===== src/rtl/pipe_add_nbit.sv =====
// Segmented pipelined adder/subtractor: SEG bits per stage, NSEG = WIDTH/SEG stages, skewed operands and deskewed sum.
// Define PIPE_ADD_FLAGS_EN to add the registered ovf and zero flags aligned with sum.
module pipe_add_nbit #(
  parameter int WIDTH = 32,
  parameter int SEG   = 8
) (
  input  logic             clk,
  input  logic             reset,
  input  logic             in_valid,
  output logic             in_ready,
  input  logic [WIDTH-1:0] a,
  input  logic [WIDTH-1:0] b,
  input  logic             cin,
  input  logic             sub,
  output logic             out_valid,
  input  logic             out_ready,
  output logic [WIDTH-1:0] sum,
  output logic             cout
`ifdef PIPE_ADD_FLAGS_EN
  ,
  output logic             ovf,
  output logic             zero
`endif
);

  localparam int NSEG = WIDTH / SEG;

  logic adv;

  // The whole pipe advances or freezes together; only the output slot can block it.
  assign adv      = !out_valid || out_ready;
  assign in_ready = adv;

  for (genvar k = 0; k < NSEG; k++) begin : stg
    localparam int LO = (k + 1) * SEG;

    logic           v_in;
    logic           s_in;
    logic           c_in;
    logic [SEG-1:0] a_seg;
    logic [SEG-1:0] b_seg;
    logic [SEG-1:0] b_eff;
    logic [SEG:0]   seg_add;
    logic [LO-1:0]  sum_next;
    logic           v_q;
    logic           c_q;
    logic [LO-1:0]  sum_q;

    // Subtraction enters as a + ~b + ~cin; later stages see a plain carry.
    if (k == 0) begin : src
      assign v_in  = in_valid;
      assign s_in  = sub;
      assign c_in  = cin ^ sub;
      assign a_seg = a[SEG-1:0];
      assign b_seg = b[SEG-1:0];
    end else begin : src
      assign v_in  = stg[k-1].v_q;
      assign s_in  = stg[k-1].sk.s_q;
      assign c_in  = stg[k-1].c_q;
      assign a_seg = stg[k-1].sk.a_q[SEG-1:0];
      assign b_seg = stg[k-1].sk.b_q[SEG-1:0];
    end

    assign b_eff   = b_seg ^ {SEG{s_in}};
    assign seg_add = {1'b0, a_seg} + {1'b0, b_eff} + {{SEG{1'b0}}, c_in};

    if (k == 0) begin : cat
      assign sum_next = seg_add[SEG-1:0];
    end else begin : cat
      assign sum_next = {seg_add[SEG-1:0], stg[k-1].sum_q};
    end

    always_ff @(posedge clk or posedge reset) begin
      if (reset) begin
        v_q   <= 1'b0;
        c_q   <= 1'b0;
        sum_q <= '0;
      end else if (adv) begin
        v_q   <= v_in;
        c_q   <= seg_add[SEG];
        sum_q <= sum_next;
      end
    end

    // Operand segments not yet consumed ride along with the op and its sub bit.
    if (k < NSEG - 1) begin : sk
      localparam int HW = WIDTH - LO;

      logic [HW-1:0] a_hi;
      logic [HW-1:0] b_hi;
      logic [HW-1:0] a_q;
      logic [HW-1:0] b_q;
      logic          s_q;

      if (k == 0) begin : hsrc
        assign a_hi = a[WIDTH-1:SEG];
        assign b_hi = b[WIDTH-1:SEG];
      end else begin : hsrc
        assign a_hi = stg[k-1].sk.a_q[HW+SEG-1:SEG];
        assign b_hi = stg[k-1].sk.b_q[HW+SEG-1:SEG];
      end

      always_ff @(posedge clk or posedge reset) begin
        if (reset) begin
          a_q <= '0;
          b_q <= '0;
          s_q <= 1'b0;
        end else if (adv) begin
          a_q <= a_hi;
          b_q <= b_hi;
          s_q <= s_in;
        end
      end
    end

`ifdef PIPE_ADD_FLAGS_EN
    // Same-sign operands giving an opposite-sign result is carry-in XOR carry-out at the MSB.
    if (k == NSEG - 1) begin : flg
      logic ovf_q;
      logic zero_q;

      always_ff @(posedge clk or posedge reset) begin
        if (reset) begin
          ovf_q  <= 1'b0;
          zero_q <= 1'b0;
        end else if (adv) begin
          ovf_q  <= (a_seg[SEG-1] == b_eff[SEG-1]) && (seg_add[SEG-1] != a_seg[SEG-1]);
          zero_q <= (sum_next == '0);
        end
      end
    end
`endif
  end

  assign out_valid = stg[NSEG-1].v_q;
  assign sum       = stg[NSEG-1].sum_q;
  assign cout      = stg[NSEG-1].c_q;

`ifdef PIPE_ADD_FLAGS_EN
  assign ovf  = stg[NSEG-1].flg.ovf_q;
  assign zero = stg[NSEG-1].flg.zero_q;
`endif

endmodule


===== config.mk =====
export PLATFORM = sky130hd
export DESIGN_NAME = pipe_add_nbit
export DESIGN_NICKNAME = d
export VERILOG_FILES = /design/src/rtl/pipe_add_nbit.sv
export SDC_FILE = /design/constraint.sdc
export NUM_CORES = 1
export LEC_CHECK = 0
export ABC_AREA = 1
export CAP_MARGIN = 20
export CORE_ASPECT_RATIO = 1.4
export CORE_MARGIN = 4
export CORE_UTILIZATION = 54
export DETAILED_ROUTE_END_ITERATION = 16
export DONT_BUFFER_PORTS = 1
export MAX_ROUTING_LAYER = met4
export PLACE_DENSITY_LB_ADDON = 0.08
export SLEW_MARGIN = 0
export SYNTH_ARGS = -nofsm -noshare
export SYNTH_HDL_FRONTEND = slang
export SYNTH_SLANG_ARGS = --single-unit

===== constraint.sdc =====
create_clock -name clk -period 8.8 [get_ports clk]
set_input_delay 1.76 -clock clk [delete_from_list [all_inputs] [get_ports clk]]
set_output_delay 1.76 -clock clk [all_outputs]
set_load 0.005 [all_outputs]

==> impl_metrics.toml <==
[status]
outcome = "complete, no violations"

[floorplan]
initial_core_util_pct = 55.1
die_y_um = 158
number_of_core_rows = 54
design.portCount = 105
dieArea_mm2 = 0.0181
core_area_mm2 = 0.0157
fp.dieW_um = 115

[route]
route.detailed.wl_per_inst_um = 13.5
final_antenna_net_count = 0
drcViolationCount = 0
detail_route.vias_per_cell = 4.96
drt_iter0_drc = 402
drt-pass1-iter-count = 5
dr_total_vias = 5941
final_wirelength_um = 16200

[clock_tree]
cts-hold-fix-buffers = 0
ctsHtreeMaxLevel = 4
clockBufferDepth = 2
cts_buffers = 17
worstSkewPairLatency_ns = 0.43
tritoncts_clock_tree = "yes"
cts_root_buf = "sky130_fd_sc_hd__clkbuf_16"
cts.sink_count = 187
post_cts_sizing = 0
clk_transition_reported_paths_ns = 0.07
cts_setup_buffers = 0

[global_routing]
first_global_vias = 5800
total_congestion_overflow = 0
grt_antenna_before_repair = 1
global_route.usage.total_pct = 19.8
groute.layer.met3.usage_pct = 4.40
wire_length_of_the_first_global_routing_pass_um = 27900
met1_usage_pct = 25.5
grtUsageMet2_pct = 31.3
pin_count_of_the_biggest_net_entering_global_routing = 195
grt_busiest_layer = "met2"

[worst_setup_path]
critical_path_peak_fanout = 194
arrival_ns = 2.96
critical_path.reg2reg.startpoint = "out_valid"
worstSetupPathType = "input pin to primary output"
worst_ep_required_time_ns = 7.04
ff2ff_path_depth = 7
setup.worst_path.end_class = "primary output"
reg2reg_setup_slack_ns = 6.21
r2r_end = "stg[1].sum_q[14]"
critical_path.startpoint_type = "input pin"

[sta]
max_freq_mhz = 212
slew_headroom_pct = 40.4
fin_setup_tns_ns = 0
hold_violations = 0
timing.final.setup_violations = 0
fin_crit_sh_pct = 53.6
rsz0062_at_grt = "false"
timing.final.max_slew_violations = 0
worst-slew-pin-transition_ns = 0.893
period_minus_slack_ns = 4.72
final.setup_skew_ns = 0.00642

[yosys]
synth_area_leaders = "sky130_fd_sc_hd__dfrtp_1 (54%), sky130_fd_sc_hd__nand2_1 (18%), sky130_fd_sc_hd__o21ai_0 (5.3%)"
postSynth.asyncResetShare_pct = 100
library_cell_with_the_largest_summed_area_after_synthesis = "sky130_fd_sc_hd__dfrtp_1"
combinational_family_with_the_most_area_after_synthesis = "simple AND/OR/NAND/NOR gates"
post_synth.cell_area_avg_um2 = 8.56
yosysSeqAreaShare_pct = 54.2
synthesis.nets = 1115
synthesis.yosys.warnings = 0
synth_cell_types = 21
yosys_most_used_dff = "sky130_fd_sc_hd__dfrtp_1"
synth_simple_gate_area_share_pct = 21.7
synth_enable_flop_cells = 0
mapped_cell_area_mm2 = 0.00864
post-synth-top-area-fraction_pct = 54.2
synthCells = 1009
synth-seq-cells = 187
post_synth_xor_area_fraction_pct = 3.75
synth_compound_area_share_pct = 7.45
synth_adder_area_share_pct = 5.91
synth.area.mux_share_pct = 0

[min_path]
timing.hold.worst_path_depth = 2
holdCritStartpoint = "stg[1].sk.b_q[9]"
holdCritPathClass = "register to register"
min_delay_worst_endpoint = "stg[2].sk.b_q[1]"

[power]
power_per_cell_area_mw_per_mm2 = 390
power.ir.vdd_worst_uv = 328
total_power_mw = 3.62
power_leakage_nw = 4.90

[run]
max_cap_viols = 0

[place]
detailedPlacementHpwl_um = 10600
final_weighted_congestion_in_routability_driven_placement = 0.826
numPortBuffers = 0

[cells_and_area]
finish.net_count = 1093
layout_common_cells = "sky130_fd_sc_hd__nand2_1 (411), sky130_fd_sc_hd__dfrtp_1 (187), sky130_fd_sc_hd__inv_1 (100), sky130_fd_sc_hd__o21ai_0 (91), sky130_fd_sc_hd__nand3_1 (30)"
synthToLayoutAreaGrowth_pct = 7.33
drive_above_1_share_pct = 4.20
mostFrequentLayoutCell = "sky130_fd_sc_hd__nand2_1"
-- through the flow --
step | instances | utilization [%] | setup slack [ns] | hold slack (ns) | cell area, um2
CTS | 1196 | 59.1 | 4.10 | 0.467 | 9270
floorplan | 1009 | - | 1.95 | 0.440 | 8640
finish | 1197 | 59.1 | 4.08 | 0.465 | 9270
detailed placement | 1164 | 55.6 | 4.09 | 0.452 | 8710
global placement | 1164 | 55.6 | 4.11 | 0.449 | 8710
global route | 1197 | 59.1 | 3.97 | 0.486 | 9270
-- report_power, final --
part	internal, mW	total [mW]	switching [mW]
registers	1.24	1.48	0.235
clock network	0.398	0.724	0.326
logic	0.549	1.42	0.866
total	2.19	3.62	1.43
-- worst max-delay path by stage --
stage                    from        to  slack (ns)  depth (start not counted)
finish              out_ready  in_ready        4.08                          3
global route        out_ready  in_ready        3.97                          3
CTS                 out_ready  in_ready        4.10                          3
detailed placement  out_ready  in_ready        4.09                          3
global placement    out_ready  in_ready        4.11                          3
floorplan               reset      cout        1.95                          1
-- routing by layer --
metal | vias up | part of all wire (%)
met5 | - | 0
met4 | 0 | 1.5
met3 | 19 | 3.6
met2 | 86 | 50
met1 | 2759 | 45
li1 | 3077 | -
-- critical path, stage by stage --
cell	delay [ns]
sky130_fd_sc_hd__nor2_4	0.10
sky130_fd_sc_hd__buf_12	0.54
sky130_fd_sc_hd__inv_6	0.42
-- synthesized netlist by cell type (2+ instances only) --
library cell and n:
sky130_fd_sc_hd__nand3b_1 8, sky130_fd_sc_hd__nor2_1 23, sky130_fd_sc_hd__a21oi_1 19, sky130_fd_sc_hd__nand2_1 411
sky130_fd_sc_hd__a211oi_1 4, sky130_fd_sc_hd__buf_2 38, sky130_fd_sc_hd__clkbuf_1 5, sky130_fd_sc_hd__dfrtp_1 187
sky130_fd_sc_hd__or2_2 4, sky130_fd_sc_hd__o21ai_1 10, sky130_fd_sc_hd__nand3_1 30, sky130_fd_sc_hd__xor2_1 28
sky130_fd_sc_hd__o22ai_1 2, sky130_fd_sc_hd__fa_1 8, sky130_fd_sc_hd__xnor2_1 9, sky130_fd_sc_hd__ha_1 28
sky130_fd_sc_hd__o21ai_0 91, sky130_fd_sc_hd__inv_1 101
-- state kept, by name (all words and copies together) (netlist names) --
signal	cells
stg.sk.a_q	48
stg.sk.b_q	48
stg.sum_q	48
sum	32
stg.c_q	3
stg.sk.s_q	3
stg.v_q	3
cout	1
out_valid	1
-- cell families after synthesis --
group	after synthesis
buf+inv	146
simple gates	477
flops	187
fa+ha+maj	36
xor+xnor	37
compound gates	126
-- final cells by class --
class,count,area (um2)
Antenna cell,1,2.50
Fill cell,1471,6410
Multi-Input combinational cell,676,3350
Timing Repair Buffer,3,35.0
Clock inverter,14,119
Clock buffer,18,439
Tap cell,196,245
Sequential cell,187,4680
Inverter,102,395
(Power assumes the default switching activity.)
